==> config.mk <==
export PLATFORM = sky130hd
export DESIGN_NAME = product_streamer
export DESIGN_NICKNAME = d
export VERILOG_FILES = /design/src/rtl/product_streamer.sv
export SDC_FILE = /design/constraint.sdc
export NUM_CORES = 1
export LEC_CHECK = 0
export ABC_CLOCK_PERIOD_IN_PS = 4600
export CORE_ASPECT_RATIO = 0.9
export CORE_MARGIN = 1.5
export CORE_UTILIZATION = 23
export CTS_CLUSTER_DIAMETER = 60
export DETAILED_ROUTE_END_ITERATION = 16
export SLEW_MARGIN = 20
export SYNTH_ARGS = -nofsm -noshare
export SYNTH_HDL_FRONTEND = slang
export SYNTH_SLANG_ARGS = --single-unit
export TNS_END_PERCENT = 30
==> constraint.sdc <==
create_clock -name clk -period 4.6 [get_ports clk]
set_clock_uncertainty 0.15 [all_clocks]
set_input_delay 0.69 -clock clk [delete_from_list [all_inputs] [get_ports clk]]
set_output_delay 0.69 -clock clk [all_outputs]
set_load 0.02 [all_outputs]
==> src/rtl/product_streamer.sv <==
// Buffers eight 32-bit products and streams them out LSB-byte-first over a valid/ready port.
// Optional build macro PRODUCT_STREAM_CHECKSUM_EN appends an XOR checksum byte to each frame.
module product_streamer (
    input  logic        clk,
    input  logic        rst,
    input  logic        wr,
    input  logic [2:0]  addr,
    input  logic [31:0] data_in,
    input  logic        start,
    input  logic        out_ready,
    output logic        out_valid,
    output logic [7:0]  out_data,
    output logic        out_last,
    output logic        busy,
    output logic        done,
    output logic        overrun
);

    typedef enum logic [1:0] {IDLE, SEND, FIN} state_t;

    state_t      r_state;
    state_t      w_state_next;
    logic [4:0]  r_cnt;
    logic [31:0] r_slot [8];
    logic        r_overrun;
    logic [31:0] w_word;
    logic [7:0]  w_byte;
    logic [7:0]  w_data;
    logic        w_last;
    logic        w_xfer;
    logic        w_launch;

    assign w_xfer   = (r_state == SEND) && out_ready;
    assign w_launch = (r_state == IDLE) && start;
    assign w_word   = r_slot[r_cnt[4:2]];
    assign w_byte   = w_word[{r_cnt[1:0], 3'b000} +: 8];

`ifdef PRODUCT_STREAM_CHECKSUM_EN
    logic [7:0] r_csum;
    logic       r_csum_sel;

    // r_csum_sel marks the extra 33rd beat once all 32 data bytes have gone out.
    always_ff @(posedge clk or negedge rst) begin
        if (!rst) begin
            r_csum     <= 8'h00;
            r_csum_sel <= 1'b0;
        end else if (w_launch) begin
            r_csum     <= 8'h00;
            r_csum_sel <= 1'b0;
        end else if (w_xfer && !r_csum_sel) begin
            r_csum     <= r_csum ^ w_byte;
            r_csum_sel <= (r_cnt == 5'd31);
        end
    end

    assign w_last = r_csum_sel;
    assign w_data = r_csum_sel ? r_csum : w_byte;
`else
    assign w_last = (r_cnt == 5'd31);
    assign w_data = w_byte;
`endif

    always_comb begin
        w_state_next = r_state;
        unique case (r_state)
            IDLE:    if (start) w_state_next = SEND;
            SEND:    if (w_xfer && w_last) w_state_next = FIN;
            FIN:     w_state_next = IDLE;
            default: w_state_next = IDLE;
        endcase
    end

    always_ff @(posedge clk or negedge rst) begin
        if (!rst) begin
            r_state   <= IDLE;
            r_cnt     <= 5'd0;
            r_overrun <= 1'b0;
        end else begin
            r_state <= w_state_next;
            if (w_launch) begin
                r_cnt <= 5'd0;
            end else if (w_xfer) begin
                r_cnt <= r_cnt + 5'd1;
            end
            if (wr && busy) begin
                r_overrun <= 1'b1;
            end
        end
    end

    // Slots are frozen while streaming; a same-cycle wr+start in IDLE still lands.
    always_ff @(posedge clk or negedge rst) begin
        if (!rst) begin
            for (int i = 0; i < 8; i++) begin
                r_slot[i] <= 32'h0;
            end
        end else if (wr && !busy) begin
            r_slot[addr] <= data_in;
        end
    end

    assign busy      = (r_state == SEND);
    assign done      = (r_state == FIN);
    assign out_valid = busy;
    assign out_data  = busy ? w_data : 8'h00;
    assign out_last  = busy && w_last;
    assign overrun   = r_overrun;

endmodule

==> flow_summary.ini <==
[status]
outcome = completed

[floorplan]
start_util_pct = 23.4
fp.dieH_um = 221
die_w_um = 245
num_rows = 79
io_pins = 53
dieArea_um2 = 54200
core_area_um2 = 52000

[layout]
final_cell_mix = 262 x dfrtp_1, 246 x mux2_2, 51 x clkdlybuf4s50_1
areaGrowthSynthToFinish_pct = 18.2
layout_commonest_cell = dfrtp_1
num-fill-cells = 5252
n_antenna_cell = 0
drive_above_1_share_pct = 45.9
fin_nets = 843
post-route-util_pct = 27.6

[sta]
period_minus_slack_ps = 4230
hold_viol = 0
worst_pin_slew_ps = 950
max_freq_mhz = 237
rsz0062_at_grt = no
setup_tns_ps = 0
drv_slew = 0
max-slew-margin-rel_pct = 36.4
setup_viol_count_final = 0
post-route-period-util_pct = 91.9

[global_route]
globalRouteTotalUtil_pct = 11.2
grt_first_pass_wirelength_um = 46600
antenna_found_initial = 3
overflow = 0
grt_max_degree = 100
grt_pass1_vias = 7286

[synth]
synth_cells = 752
ys_types = 38
ys_seq_area_share_pct = 54.4
synth.avg_cell_area_um2 = 16.2
synthesis.nets = 794
syn_area_um2 = 12200
ys.warnings.count = 0
synth_seq_cells = 264

[power_and_ir_drop]
power_mw = 6.20
p_per_area_nw_per_um2 = 431
ir_worst_vdd_uv = 348
power_leakage_nw = 6.71

[placement]
dp_hpwl_um = 18900
portBuffers = 52
gp_congestion = 0.739

[cts]
numCtsBuffers = 30
cts-root-buf = clkbuf_16
clk_latency_ps = 540
clk_transition_reported_paths_ps = 60
h-tree-depth = 1
holdBufCountCts = 0
cts_tree = done
post_cts_buffers = 0
clk_path_buf_depth = 3
cts_resized = 0
cts.sinks = 264

[setup_path]
required_ps = 3760
worst_setup_path_start_kind = flip-flop
end_kind = output port
critPathKind = reg2out
cp.arrival_ps = 3390
critical_path.max_stage_delay_ps = 700
path_delay_family = buffers and inverters
cp_max_fo = 16
path_buf_inv = 2
critPathSlowestCell = nor2b_1
worstPathCellList = buf_4, nor2b_1, a221oi_1, o21ai_0, a31oi_1, clkdlybuf4s50_1

[detailed_routing]
ant_nets = 0
num_vias = 6855
wire_per_inst_um = 20.1
first_pass_iters = 4
drtIter0Drc = 456
via_per_inst = 4.53
wirelength_um = 30400
drc = 0

[min_path]
hold_class = in2async

[flow_run]
drv_cap = 0
cell usage after synthesis (all sizes together):
cell	count	area [um^2]
a221o	8	80.1
nor2	7	26.3
nand2	7	26.3
nor2b	5	31.3
inv	4	15.0
clkbuf	5	20.0
mux2i	32	320
nand2b	2	15.0
mux2	258	2910
o21bai	1	7.51
a22oi	8	60.1
a31o	1	8.76
o2111ai	2	17.5
buf	48	383
dfrtp	264	6610
a21oi	1	5.00
a31oi	9	56.3
a221oi	6	52.6
a22o	6	52.6
o21ai	7	35.0
a21o	1	7.51
and3	3	18.8
ha	2	25.0
nand3b	3	35.0
nand3	2	10.0
mux4	56	1280
nor3b	2	37.5
and2	2	12.5
cell type report:
type	count	area, um^2	share of cell area (%)
sequential	264	6610	46.0
multi-input combinational	431	5150	35.8
clock buffer	41	863	6.01
tap	688	861	5.99
timing repair buffer	70	711	4.95
clock inverter	14	158	1.10
inverter	4	15.0	0.105
cell families (layout without fill, tap and decap cells):
| group | after synthesis | after routing | synth area share [%] |
|---|---|---|---|
| flops | 264 | 264 | 54.4 |
| compound gates | 50 | 50 | 3.15 |
| buf+inv | 57 | 129 | 3.44 |
| mux | 346 | 346 | 37.1 |
| simple gates | 33 | 33 | 1.75 |
| fa+ha+maj | 2 | 2 | 0.206 |
worst reg2reg max path, cell delays in order, from the launching register on:
cell      delay [ps]
dfrtp_1          500
nand2b_2         350
and3_1           330
nand3_2          650
buf_4            510
mux2_2           320
state kept, by name (all words and copies together), names as in the netlist:
name,count
overrun,1
r_state,2
r_slot,256
r_cnt,5
per-stage QoR:
| stage | setup WS, ps | cells | cell area, um^2 | hold slack (ps) |
|---|---|---|---|---|
| after floorplan | 2000 | 752 | 12200 | 244 |
| after global placement | 912 | 1457 | 13300 | 302 |
| after detailed placement | 909 | 1457 | 13300 | 309 |
| after CTS | 321 | 1512 | 14400 | 42.1 |
| after global routing | 241 | 1512 | 14400 | 58.5 |
| final | 372 | 1512 | 14400 | 10.6 |
path summary, 6_finish.rpt:
path                                         from                endpoint  slack [ps]  cells after the start
max                          r_cnt[3]$_DFFE_PN0P_             out_data[3]         370                      6
min in group clk              overrun$_DFFE_PN0P_     overrun$_DFFE_PN0P_         320                      1
min                                           rst   r_slot[2]$_DFFE_PN0P_          10                      1
min reg2reg                   overrun$_DFFE_PN0P_     overrun$_DFFE_PN0P_         320                      1
max reg2reg                r_state[0]$_DFFE_PN0P_  r_slot[28]$_DFFE_PN0P_        1680                      5
max in group asynchronous                     rst  r_slot[61]$_DFFE_PN0P_        3340                      2
power breakdown:
group	switching, mW	leakage (nW)	total (mW)	internal (mW)
clock	0.957	0.503	2.44	1.48
sequential	0.125	3.64	2.52	2.39
combinational	0.680	2.57	1.24	0.562
metal layers:
metal / track usage (%) / wire, um / share of wire (%)
met1: 15.7 / 14100 / 46
met2: 17.8 / 14200 / 47
met3: 2.46 / 1480 / 4.9
met4: 2.45 / 537 / 1.8
met5: 0 / 36 / 0.12
Note: power is estimated with default switching activity, not from simulation.
